<file path="src/rtl/alu_multicycle_if.sv">
// -----------------------------------------------------------------------------
// alu_multicycle_if
//
// Purpose:
//   Shared type package and request/response interface for the execute-stage
//   ALU. The package carries the base-op decode type produced by the control
//   unit. The interface bundles everything exchanged between the control unit
//   (master) and the ALU (slave). Clock and reset are not part of the bundle.
//
// Interface signals (master view):
//   start         out  request, taken by the ALU only while busy is low
//   control       out  base op (ALU_control_t), used when m_en is low
//   m_en          out  selects a multiply/divide op instead of control
//   m_op          out  RISC-V funct3 of the M op (MUL..REMU)
//   data1, data2  out  operands, captured on the accepting edge
//   result        in   registered result, held until the next completion
//   will_be_done  in   one-cycle completion pulse, coincident with result
//   busy          in   multiply/divide op in flight
//   illegal       in   registered with result; requested op not supported
// -----------------------------------------------------------------------------

package alu_multicycle_pkg;

    // Base op encoding from the control unit. Codes 14 and 15 are unused and
    // make the ALU return zero without flagging an illegal op.
    typedef enum logic [3:0] {
        ALU_AND  = 4'd0,
        ALU_OR   = 4'd1,
        ALU_XOR  = 4'd2,
        ALU_ADD  = 4'd3,
        ALU_SUB  = 4'd4,
        ALU_SLL  = 4'd5,
        ALU_SRL  = 4'd6,
        ALU_SRA  = 4'd7,
        ALU_SLT  = 4'd8,
        ALU_SLTU = 4'd9,
        ALU_CE   = 4'd10,
        ALU_CNE  = 4'd11,
        ALU_CGE  = 4'd12,
        ALU_CGEU = 4'd13
    } ALU_control_t;

endpackage

interface alu_multicycle_if #(
    parameter int XLEN = 32
);
    import alu_multicycle_pkg::*;

    logic            start;
    ALU_control_t    control;
    logic            m_en;
    logic [2:0]      m_op;
    logic [XLEN-1:0] data1;
    logic [XLEN-1:0] data2;
    logic [XLEN-1:0] result;
    logic            will_be_done;
    logic            busy;
    logic            illegal;

    // Control unit side: issues requests, observes completion.
    modport master (
        output start, control, m_en, m_op, data1, data2,
        input  result, will_be_done, busy, illegal
    );

    // ALU side: accepts requests, produces completion.
    modport slave (
        input  start, control, m_en, m_op, data1, data2,
        output result, will_be_done, busy, illegal
    );

endinterface

</file>
<file path="src/rtl/alu_multicycle.sv">
// -----------------------------------------------------------------------------
// alu_multicycle
//
// Purpose:
//   Execute-stage ALU. Base integer and compare ops finish one edge after they
//   are accepted. RV32M multiply/divide ops run on an iterative radix-2
//   sequencer (shift-add multiply, restoring shift-subtract divide) with a
//   fixed latency of XLEN+1 edges, behind the same start/done handshake.
//
// Parameters:
//   XLEN   datapath width, power of two and at least 8
//
// Ports:
//   clk    system clock, all state updates on the rising edge
//   rst    synchronous active-high reset; aborts any op in flight
//   bus    alu_multicycle_if.slave request/response bundle
//
// Build option:
//   ALU_MULDIV_EN  when defined the multiply/divide sequencer is compiled in.
//                  When undefined no sequencer exists, busy is tied low and an
//                  M op completes in one edge with result 0 and illegal 1.
// -----------------------------------------------------------------------------

module alu_multicycle
    import alu_multicycle_pkg::*;
#(
    parameter int XLEN = 32
) (
    input  logic               clk,
    input  logic               rst,
    alu_multicycle_if.slave    bus
);

    localparam int SH = $clog2(XLEN);

    logic [XLEN-1:0] result_q, result_d;
    logic            done_q, done_d;
    logic            illegal_q, illegal_d;
    logic [XLEN-1:0] baseResult;
    logic [SH-1:0]   shiftAmount;

    assign shiftAmount = bus.data2[SH-1:0];

    // Single-cycle base op datapath. Compare ops return their outcome in bit 0
    // with the upper bits cleared; an unknown op code simply yields zero.
    always_comb begin
        baseResult = '0;
        case (bus.control)
            ALU_AND:  baseResult = bus.data1 & bus.data2;
            ALU_OR:   baseResult = bus.data1 | bus.data2;
            ALU_XOR:  baseResult = bus.data1 ^ bus.data2;
            ALU_ADD:  baseResult = bus.data1 + bus.data2;
            ALU_SUB:  baseResult = bus.data1 - bus.data2;
            ALU_SLL:  baseResult = bus.data1 << shiftAmount;
            ALU_SRL:  baseResult = bus.data1 >> shiftAmount;
            ALU_SRA:  baseResult = $signed(bus.data1) >>> shiftAmount;
            ALU_SLT:  baseResult = {{(XLEN-1){1'b0}}, $signed(bus.data1) < $signed(bus.data2)};
            ALU_SLTU: baseResult = {{(XLEN-1){1'b0}}, bus.data1 < bus.data2};
            ALU_CE:   baseResult = {{(XLEN-1){1'b0}}, bus.data1 == bus.data2};
            ALU_CNE:  baseResult = {{(XLEN-1){1'b0}}, bus.data1 != bus.data2};
            ALU_CGE:  baseResult = {{(XLEN-1){1'b0}}, $signed(bus.data1) >= $signed(bus.data2)};
            ALU_CGEU: baseResult = {{(XLEN-1){1'b0}}, bus.data1 >= bus.data2};
            default:  baseResult = '0;
        endcase
    end

`ifdef ALU_MULDIV_EN

    localparam int W2 = 2 * XLEN;
    localparam logic [SH-1:0] LAST_STEP = SH'(XLEN - 1);

    typedef enum logic [1:0] {
        IDLE = 2'd0,
        RUN  = 2'd1,
        FIX  = 2'd2
    } state_t;

    state_t          state_q, state_d;
    logic [W2-1:0]   acc_q, acc_d;
    logic [XLEN-1:0] operand_q, operand_d;
    logic [SH-1:0]   stepCount_q, stepCount_d;
    logic [2:0]      op_q, op_d;
    logic            negResult_q, negResult_d;

    logic            signedA, signedB;
    logic            negA, negB;
    logic [XLEN-1:0] magA, magB;
    logic            divByZero;
    logic            negRequest;

    logic [XLEN:0]   mulSum;
    logic [W2-1:0]   mulNext;
    logic [XLEN:0]   shiftedRem;
    logic [XLEN:0]   trialRem;
    logic [W2-1:0]   divNext;
    logic [W2-1:0]   productSigned;
    logic [XLEN-1:0] quotient, remainder;
    logic [XLEN-1:0] fixResult;

    // Decide which operands of the requested M op are treated as signed.
    // MULHSU is the odd one out: data1 signed, data2 unsigned.
    always_comb begin
        signedA = 1'b0;
        signedB = 1'b0;
        case (bus.m_op)
            3'd0, 3'd1, 3'd4, 3'd6: begin
                signedA = 1'b1;
                signedB = 1'b1;
            end
            3'd2: signedA = 1'b1;
            default: ;
        endcase
    end

    assign negA      = signedA & bus.data1[XLEN-1];
    assign negB      = signedB & bus.data2[XLEN-1];
    assign magA      = negA ? -bus.data1 : bus.data1;
    assign magB      = negB ? -bus.data2 : bus.data2;
    assign divByZero = (bus.data2 == '0);

    // Sign of the final result. Remainders follow the dividend. A quotient by
    // zero must stay all ones, so its sign correction is suppressed there;
    // the remainder by zero then naturally restores data1.
    always_comb begin
        negRequest = 1'b0;
        if (!bus.m_op[2]) begin
            negRequest = negA ^ negB;
        end else if (bus.m_op[1]) begin
            negRequest = negA;
        end else begin
            negRequest = (negA ^ negB) & ~divByZero;
        end
    end

    // One shift-add multiply step. The upper half accumulates the multiplicand
    // when the current multiplier bit (acc bit 0) is set, then the whole
    // product/multiplier pair shifts right with the carry moving in on top.
    assign mulSum  = {1'b0, acc_q[W2-1:XLEN]} + (acc_q[0] ? {1'b0, operand_q} : '0);
    assign mulNext = {mulSum, acc_q[XLEN-1:1]};

    // One restoring divide step. The upper half is the partial remainder and
    // the lower half shifts the dividend out while quotient bits shift in.
    // A borrow out of the trial subtraction means the divisor did not fit.
    assign shiftedRem = {acc_q[W2-1:XLEN], acc_q[XLEN-1]};
    assign trialRem   = shiftedRem - {1'b0, operand_q};
    assign divNext    = trialRem[XLEN]
                      ? {shiftedRem[XLEN-1:0], acc_q[XLEN-2:0], 1'b0}
                      : {trialRem[XLEN-1:0],   acc_q[XLEN-2:0], 1'b1};

    // Final sign correction and half/quotient/remainder selection.
    assign productSigned = negResult_q ? -acc_q : acc_q;
    assign quotient      = negResult_q ? -acc_q[XLEN-1:0]  : acc_q[XLEN-1:0];
    assign remainder     = negResult_q ? -acc_q[W2-1:XLEN] : acc_q[W2-1:XLEN];

    always_comb begin
        fixResult = '0;
        case (op_q)
            3'd0:             fixResult = productSigned[XLEN-1:0];
            3'd1, 3'd2, 3'd3: fixResult = productSigned[W2-1:XLEN];
            3'd4, 3'd5:       fixResult = quotient;
            default:          fixResult = remainder;
        endcase
    end

    // Sequencer next state. In IDLE a base op completes immediately while an
    // M op loads its magnitudes; RUN iterates XLEN steps; FIX publishes the
    // corrected result. Requests arriving in RUN or FIX are simply dropped.
    always_comb begin
        state_d     = state_q;
        acc_d       = acc_q;
        operand_d   = operand_q;
        stepCount_d = stepCount_q;
        op_d        = op_q;
        negResult_d = negResult_q;
        result_d    = result_q;
        done_d      = 1'b0;
        illegal_d   = illegal_q;

        case (state_q)
            IDLE: begin
                if (bus.start) begin
                    if (bus.m_en) begin
                        acc_d       = {{XLEN{1'b0}}, bus.m_op[2] ? magA : magB};
                        operand_d   = bus.m_op[2] ? magB : magA;
                        stepCount_d = '0;
                        op_d        = bus.m_op;
                        negResult_d = negRequest;
                        state_d     = RUN;
                    end else begin
                        result_d  = baseResult;
                        done_d    = 1'b1;
                        illegal_d = 1'b0;
                    end
                end
            end
            RUN: begin
                acc_d       = op_q[2] ? divNext : mulNext;
                stepCount_d = stepCount_q + SH'(1);
                if (stepCount_q == LAST_STEP) begin
                    state_d = FIX;
                end
            end
            FIX: begin
                result_d  = fixResult;
                done_d    = 1'b1;
                illegal_d = 1'b0;
                state_d   = IDLE;
            end
            default: state_d = IDLE;
        endcase
    end

    // State register with synchronous reset; reset also drops any op in flight.
    always_ff @(posedge clk) begin
        if (rst) begin
            state_q     <= IDLE;
            acc_q       <= '0;
            operand_q   <= '0;
            stepCount_q <= '0;
            op_q        <= '0;
            negResult_q <= 1'b0;
            result_q    <= '0;
            done_q      <= 1'b0;
            illegal_q   <= 1'b0;
        end else begin
            state_q     <= state_d;
            acc_q       <= acc_d;
            operand_q   <= operand_d;
            stepCount_q <= stepCount_d;
            op_q        <= op_d;
            negResult_q <= negResult_d;
            result_q    <= result_d;
            done_q      <= done_d;
            illegal_q   <= illegal_d;
        end
    end

    assign bus.busy = (state_q != IDLE);

`else

    logic unusedMop;

    // Without the sequencer the funct3 select has no consumer.
    assign unusedMop = ^bus.m_op;

    // Every request completes on the next edge; M ops are flagged illegal.
    always_comb begin
        result_d  = result_q;
        done_d    = 1'b0;
        illegal_d = illegal_q;
        if (bus.start) begin
            done_d = 1'b1;
            if (bus.m_en) begin
                result_d  = '0;
                illegal_d = 1'b1;
            end else begin
                result_d  = baseResult;
                illegal_d = 1'b0;
            end
        end
    end

    // Output registers with synchronous reset.
    always_ff @(posedge clk) begin
        if (rst) begin
            result_q  <= '0;
            done_q    <= 1'b0;
            illegal_q <= 1'b0;
        end else begin
            result_q  <= result_d;
            done_q    <= done_d;
            illegal_q <= illegal_d;
        end
    end

    assign bus.busy = 1'b0;

`endif

    assign bus.result       = result_q;
    assign bus.will_be_done = done_q;
    assign bus.illegal      = illegal_q;

endmodule

</file>
<file path="src/flat_wrapper.sv">
// flat-port wrapper written by rule: the top's interface ports become plain ports
module alu_multicycle_flat import alu_multicycle_pkg::*;
#(
    parameter int XLEN = 32
)
  (clk, rst, bus_start, bus_control, bus_m_en, bus_m_op, bus_data1, bus_data2, bus_result, bus_will_be_done, bus_busy, bus_illegal);
  alu_multicycle_if #(.XLEN(XLEN)) bus_i ();
  input  logic clk;
  input  logic rst;
  input wire logic [$bits(bus_i.start)-1:0] bus_start;
  input wire logic [$bits(bus_i.control)-1:0] bus_control;
  input wire logic [$bits(bus_i.m_en)-1:0] bus_m_en;
  input wire logic [$bits(bus_i.m_op)-1:0] bus_m_op;
  input wire logic [$bits(bus_i.data1)-1:0] bus_data1;
  input wire logic [$bits(bus_i.data2)-1:0] bus_data2;
  output wire logic [$bits(bus_i.result)-1:0] bus_result;
  output wire logic [$bits(bus_i.will_be_done)-1:0] bus_will_be_done;
  output wire logic [$bits(bus_i.busy)-1:0] bus_busy;
  output wire logic [$bits(bus_i.illegal)-1:0] bus_illegal;
  assign bus_i.start = bus_start;
  assign bus_i.control = bus_control;
  assign bus_i.m_en = bus_m_en;
  assign bus_i.m_op = bus_m_op;
  assign bus_i.data1 = bus_data1;
  assign bus_i.data2 = bus_data2;
  assign bus_result = bus_i.result;
  assign bus_will_be_done = bus_i.will_be_done;
  assign bus_busy = bus_i.busy;
  assign bus_illegal = bus_i.illegal;
  alu_multicycle #(.XLEN(XLEN)) u_core (.clk(clk), .rst(rst), .bus(bus_i));
endmodule
</file>
<file path="config.mk">
export PLATFORM = sky130hd
export DESIGN_NAME = alu_multicycle_flat
export DESIGN_NICKNAME = d
export VERILOG_FILES = /design/src/rtl/alu_multicycle_if.sv /design/src/rtl/alu_multicycle.sv /design/src/flat_wrapper.sv
export SDC_FILE = /design/constraint.sdc
export NUM_CORES = 1
export LEC_CHECK = 0
export CAP_MARGIN = 15
export CORE_UTILIZATION = 35
export CTS_BUF_LIST = sky130_fd_sc_hd__clkbuf_8
export DETAILED_ROUTE_END_ITERATION = 10
export PLACE_DENSITY_LB_ADDON = 0.08
export SLEW_MARGIN = 20
export SYNTH_ARGS = -nofsm -noshare
export SYNTH_HDL_FRONTEND = slang
export SYNTH_SLANG_ARGS = --single-unit
</file>
<file path="constraint.sdc">
create_clock -name clk -period 4.7 [get_ports clk]
set_input_delay 1.41 -clock clk [delete_from_list [all_inputs] [get_ports clk]]
set_output_delay 1.41 -clock clk [all_outputs]
set_load 0.02 [all_outputs]
</file>
==> impl_results.md, run 1 <==
- Status: complete, no violations
- Cell count after synthesis: 1379
- Cell Area, Synth: ~9900 µm²
- Starting DRC count in detailed routing: approximately 1.2k
- WL final: just over 50000 µm
- Detail Route Antenna Nets: 0
- DP Wirelength: between 40000 and 50000 µm
- Fin nets: ~1.8k
- Cts bufs inserted: 5
- Largest net degree at the start of global routing: 66
- Cell taking the most area after synthesis: ha_1
- Routed len/inst: approximately 26 µm
- Switching Share: between 40% and 50%
- Synthesized area per cell: between 7 and 8 µm²
- # rows: about 60
- First-pass GRT wire length: 74800 µm
- Crit path time final: between 4 and 5 ns
- Share of cells above drive strength 1: 21.9%
- Crit path kind: in2reg
- Crit start category: input pin
- Worst Skew: 0 ns
- Die extent in y: about 170 µm
- Largest fanout on the critical path: 6
- Via count: about 12k
- Count leader, synth: nor2_1
- Leak pwr: around 5.5 nW
- Placed insts: around 2k
- Ys async rst share: 0%
- Yosys cell types: just under 80
- Hold_buf cts: 0
- Internal power: 1.02 mW
- Root buf cell: clkbuf_8
- Achievable frequency: about 220 MHz
- Initial DRT Pass Iterations: 6
- Die area: slightly below 30000 µm²
- Hold depth: 2
- Worst-Skew Late Latency: around 0.31 ns
- Setup bufs post-CTS: 0
- Final GP Congestion: about 1.0
- CTS tree: done
- Port Buf Inserts: around 110
- Comb pwr share: 73.9%
- Period utilisation layout: between 90 and 100%
- CP arrival: a little under 5 ns
- Total congestion overflow: 0
- Hold Violations, Final: 0
- RR Endpoint: u_core.bus.result[26]
- Maximum VDD drop: around 0.073 mV
- Initial Util: a little over a third
- Post-route insts no fill: 2009
- Post-synth top cells: nor2_1, a21oi_1, nand2_1, o21ai_0, ha_1
- Top cell type's share of synthesized area: approximately an eighth
- Sw power: about 980 µW
- H-Tree Depth: 2
- Crit. End Element: register
- Worst endpoint required time: between 4 and 5 ns
- Register area share after synthesis: slightly below 7%
- Clock sink count: 34
- Cell Pwr Density: around 150 nW/µm²
- Final Setup Violations: 0
- Hold Crit Class: reg2reg
- Layout area overhead: 30.4%
- RR Startpoint: u_core.bus.result[26]
- Post-DP Area: about 13000 µm²
- R2R Setup Slk: 2.79 ns
- Chip width: about 170 µm
- DR vias/cell: roughly 6.1
- Number of enable flip-flop cells after synthesis: 0
- RSZ-0062 raised after global routing: false
- Synthesized netlist net count: ~1.6k
- Initial antenna violation count: 3
- Area contributors post-synth: ha_1, mux4_2, a21oi_1
- Yosys Warn Count: 0
- Vias in the first global route: around 11k
- Total of max-cap violations: 0
- Top_reg_cell synth: dfxtp_1
- CTS clock-pin slew for the worst setup and hold paths: ~0.060 ns
- FF+latch count, synth: 34
- DRC Markers: 0
- Fraction of power consumed by sequential logic: approximately 15%
- Hold Path Sink: u_core.bus.result[16]
- Worst Max-Slew Pin Slew: roughly 1.1 ns
- Finished Cell Area: between 10000 and 15000 µm²
- Slew Limit Fails: 0
- Clk pwr share: approximately 11%
- Min-delay src: u_core.bus.result[16]
- Worst reg-to-reg path cell count: 6
- Gr usage total: 35.3%
- Clock buffer depth: 2
- Slew margin rel.: around 26%
- # IOs: 110
- Core Area: around 28000 µm²
-- cell type report --
class / instances / area [µm²]
Antenna cell: 2 / 5.00
Clock buffer: 5 / 68.8
Clock inverter: 2 / 10.0
Fill cell: 3000 / 14900
Inverter: 103 / 387
Multi-Input combinational cell: 1131 / 8330
Sequential cell: 34 / 681
Tap cell: 378 / 473
Timing Repair Buffer: 354 / 2950
-- layer usage --
layer	wire, µm	part of all wire (%)	global-route usage [%]
met1	23400	46	51.3
met2	21600	42	52.5
met3	4670	9.1	6.14
met4	1650	3.2	10.9
met5	13	0.025	0
-- layout by cell type (no fill, tap or decap), types with 7 or more instances in the layout --
master	count
and3_1	12
o22ai_1	7
nor4_1	11
o2111ai_1	10
a22o_1	8
nand3_1	24
a221oi_1	27
nor3_1	22
nor2b_1	12
a2111oi_0	9
mux2_2	13
clkdlybuf4s50_1	101
o211ai_1	27
o21ai_0	102
inv_1	99
o221ai_1	10
a21oi_1	137
nor2_1	166
dfxtp_1	34
o21a_1	7
a211o_1	11
a221o_1	7
xnor2_1	12
mux2i_1	29
a211oi_1	26
mux4_2	53
ha_1	99
a21o_1	16
nand4_1	9
o31ai_1	9
nand2_1	129
buf_4	246
a31oi_1	18
o21bai_1	8
or3_1	9
-- through the flow --
step | setup slack (ns) | total power [mW] | util (%) | hold WS (ns) | setup TNS (ns)
global placement | -0.368 | 1.74 | 46.0 | 0.437 | -1.28
detailed placement | -0.375 | 1.74 | 46.0 | 0.444 | -1.69
finish | 0.0710 | 2.00 | 46.5 | 0.453 | 0
CTS | 0.0417 | 1.96 | 46.3 | 0.462 | 0
floorplan | 0.000117 | 1.08 | - | 0.528 | 0
global route | 0.000685 | 2.10 | 46.4 | 0.477 | 0
-- logic make-up after synthesis --
group / synth area share (%)
adders and majority gates: 13.1
AOI/OAI and AO/OA: 33.0
buffers and inverters: 9.51
other: 0.0379
and+or+nand+nor: 18.8
muxes: 17.5
DFF: 6.88
xor gates and xnor gates: 1.24
-- state kept, by name, summed over array words and instances (netlist names) --
signal                   cells
u_core.bus.will_be_done      1
u_core.bus.illegal           1
u_core.bus.result           32
-- worst max-delay path: stages --
cell	delay [ns]
clkdlybuf4s50_1	0.49
inv_1	0.11
ha_1	0.37
buf_4	0.19
nor3_1	0.25
o311ai_2	0.17
buf_4	0.16
nand2_1	0.10
a21oi_2	0.09
buf_4	0.15
o31a_1	0.25
a211o_1	0.29
o21ai_1	0.20
o211ai_1	0.31
a22o_1	0.28
-- power groups by stage --
stage | Combinational [mW] | Sequential [mW] | Clock (mW)
final | 1.48 | 0.305 | 0.216
after global routing | 1.57 | 0.306 | 0.228
after CTS | 1.43 | 0.305 | 0.220
after detailed placement | 1.43 | 0.312 | 0
after global placement | 1.43 | 0.312 | 0
after floorplan | 0.756 | 0.326 | 0
-- worst max-delay path by stage --
| stage | from | to | slack (ns) |
|---|---|---|---|
| floorplan | bus_data2[2] | u_core.bus.result[29] | 0.0001 |
| global placement | bus_data1[0] | u_core.bus.result[14] | -0.37 |
| detailed placement | bus_data1[0] | u_core.bus.result[14] | -0.38 |
| CTS | bus_data1[0] | u_core.bus.result[30] | 0.04 |
| global route | bus_data1[0] | u_core.bus.result[30] | 0.0007 |
| finish | bus_data1[7] | u_core.bus.result[14] | 0.07 |
-- timing repair --
| action | in CTS | in global routing |
|---|---|---|
| pin swaps | 0 | 2 |
| cloned | 0 | 0 |
| setup endpoints to repair | 1 | 9 |
| gates resized for setup | 1 | 10 |
Power figures use the tool's default switching activity.
==> run 2, diff against run 1 <==
--- a/config.mk
+++ b/config.mk
@@ -9,7 +9,9 @@
 export CORE_UTILIZATION = 35
 export CTS_BUF_LIST = sky130_fd_sc_hd__clkbuf_8
 export DETAILED_ROUTE_END_ITERATION = 10
+export GPL_TIMING_DRIVEN = 0
 export PLACE_DENSITY_LB_ADDON = 0.08
+export SKIP_CTS_REPAIR_TIMING = 1
 export SLEW_MARGIN = 20
 export SYNTH_ARGS = -nofsm -noshare
 export SYNTH_HDL_FRONTEND = slang
==> impl_results.md, run 2 (same netlist as run 1, synthesis figures left out) <==
- Status: complete, but fails checks (was complete, no violations)
- Failing checks: setup timing
- Core Area: 27800 µm² (unchanged)
- Via count: 12.5k (was 12.3k)
- Crit path time final: 4.70 ns (was 4.63 ns)
- Worst-Skew Late Latency: 0.31 ns (about the same)
- Leading cell types in the layout, fill and taps excluded: nor2_1, nand2_1, a21oi_1 (was buf_4, nor2_1, a21oi_1)
- Maximum VDD drop: 0.0946 mV (was 0.0734 mV)
- DR vias/cell: 6.61 (was 6.10)
- First-pass GRT wire length: 81200 µm (was 74800 µm)
- Gr usage total: 39.1% (was 35.3%)
- Number of antenna diodes: 0 (was 2)
- Root buf cell: clkbuf_8 (unchanged)
- # IOs: 110 (unchanged)
- Final GP Congestion: 1.06 (was 1.00)
- Cell Pwr Density: 163 nW/µm² (was 155 nW/µm²)
- Vias in the first global route: 11.4k (about the same)
- Worst Max-Slew Pin Slew: 1.32 ns (was 1.10 ns)
- Total congestion overflow: 0 (unchanged)
- Clock buffer depth: 2 (unchanged)
- Chip width: 170 µm (unchanged)
- Layout area overhead: 24.5% (was 30.4%)
- Initial Util: 35.6% (unchanged)
- CTS tree: done (unchanged)
- Period utilisation layout: 100% (was 98.5%)
- DRC Markers: 0 (unchanged)
- DP Wirelength: 46400 µm (was 42500 µm)
- Hold Slack: 0.455 ns (was 0.453 ns)
- Crit start category: input pin (unchanged)
- Commonest non-fill, non-tap cell in the layout: nor2_1 (was buf_4)
- Leak pwr: 5.02 nW (was 5.52 nW)
- WL final: 57700 µm (was 51400 µm)
- H-Tree Depth: 2 (unchanged)
- Hold Violations, Final: 0 (unchanged)
- Initial antenna violation count: 0 (was 3)
- CP arrival: 4.91 ns (was 4.81 ns)
- Starting DRC count in detailed routing: 1420 (was 1166)
- Max reg flops: 32 (unchanged)
- Routed len/inst: 30.5 µm (was 25.6 µm)
- Die area: 28900 µm² (unchanged)
- Setup slack after layout: -0.00269 ns (was 0.0710 ns)
- Port Buf Inserts: 104 (was 105)
- Die extent in y: 170 µm (unchanged)
- Slew Limit Fails: 0 (unchanged)
- Crit. End Element: register (unchanged)
- Cts bufs inserted: 5 (unchanged)
- Final Setup Violations: 1 (was 0)
- Hold Crit Class: reg2reg (unchanged)
- Placed insts: 1861 (was 2000)
- Largest fanout on the critical path: 10 (was 6)
- Slew margin rel.: 11.5% (was 25.9%)
- Initial DRT Pass Iterations: 7 (was 6)
- Total of max-cap violations: 0 (unchanged)
- Detail Route Antenna Nets: 0 (unchanged)
- Worst Skew: 0 ns (unchanged)
- Fin nets: 1690 (was 1806)
- Post-route insts no fill: 1892 (was 2009)
- Achievable frequency: 213 MHz (was 216 MHz)
- Clock sink count: 34 (unchanged)
- FILL cells: 2949 (was 3000)
- # rows: 61 (unchanged)
- CTS clock-pin slew for the worst setup and hold paths: 0.09 ns (was 0.06 ns)
- Crit path kind: in2reg (unchanged)
- Share of cells above drive strength 1: 16.1% (was 21.9%)
- Largest net degree at the start of global routing: 13 (was 66)
- Worst endpoint required time: 4.91 ns (was 4.88 ns)
-- run 2: layer usage --
layer | vias up | wire length [µm] | GRT usage [%]
met4 | 0 | 3250 | 17.7
met5 | - | 0 | 0
met1 | 6069 | 23500 | 52.6
met3 | 187 | 5350 | 4.60
met2 | 845 | 25600 | 62.3
li1 | 5403 | - | -
-- run 2: final timing paths --
path	start	end	slack (ns)	depth (start not counted)
worst max register to register	u_core.bus.result[26]	u_core.bus.result[26]	2.99	6
worst min-delay path	u_core.bus.result[9]	u_core.bus.result[9]	0.45	2
worst max-delay path	bus_data2[0]	u_core.bus.result[1]	-0.003	10
worst min register to register	u_core.bus.result[9]	u_core.bus.result[9]	0.45	2
-- run 2: final cells by class --
cell class / count / area, µm² / share of cell area [%]
multi-input combinational: 1131 / 8720 / 70.8
timing repair buffer: 137 / 1350 / 11.0
sequential: 34 / 681 / 5.53
buffer: 101 / 593 / 4.81
tap: 378 / 473 / 3.84
inverter: 103 / 405 / 3.29
clock buffer: 6 / 82.6 / 0.670
clock inverter: 2 / 12.5 / 0.102
-- run 2: power by group --
part	leakage, nW	total [mW]	internal (mW)	switching (mW)
registers	0.276	0.305	0.300	0.00579
clock network	0.0472	0.248	0.118	0.130
logic	4.70	1.45	0.523	0.930
total	5.02	2.01	0.940	1.07
-- run 2: worst max-delay path: stages --
cell	delay, ns
clkdlybuf4s50_1	0.57
buf_6	0.20
buf_12	0.17
buf_8	0.18
buf_8	0.19
mux4_2	0.56
mux4_2	0.51
a221oi_1	0.44
o21ai_0	0.37
a22o_1	0.29
-- run 2: stage by stage --
| step | total power [mW] | util, % | TNS (ns) | area, µm² | setup slack [ns] |
|---|---|---|---|---|---|
| floorplan | 1.08 | - | 0 | 9910 | 0.000117 |
| global placement | 1.61 | 41.1 | -44.10 | 11400 | -2.03 |
| detailed placement | 1.60 | 41.1 | -41.82 | 11400 | -1.94 |
| CTS | 1.85 | 41.5 | -32.59 | 11500 | -1.63 |
| global route | 2.08 | 44.3 | -0.0756 | 12300 | -0.0544 |
| finish | 2.01 | 44.3 | -0.00269 | 12300 | -0.00269 |
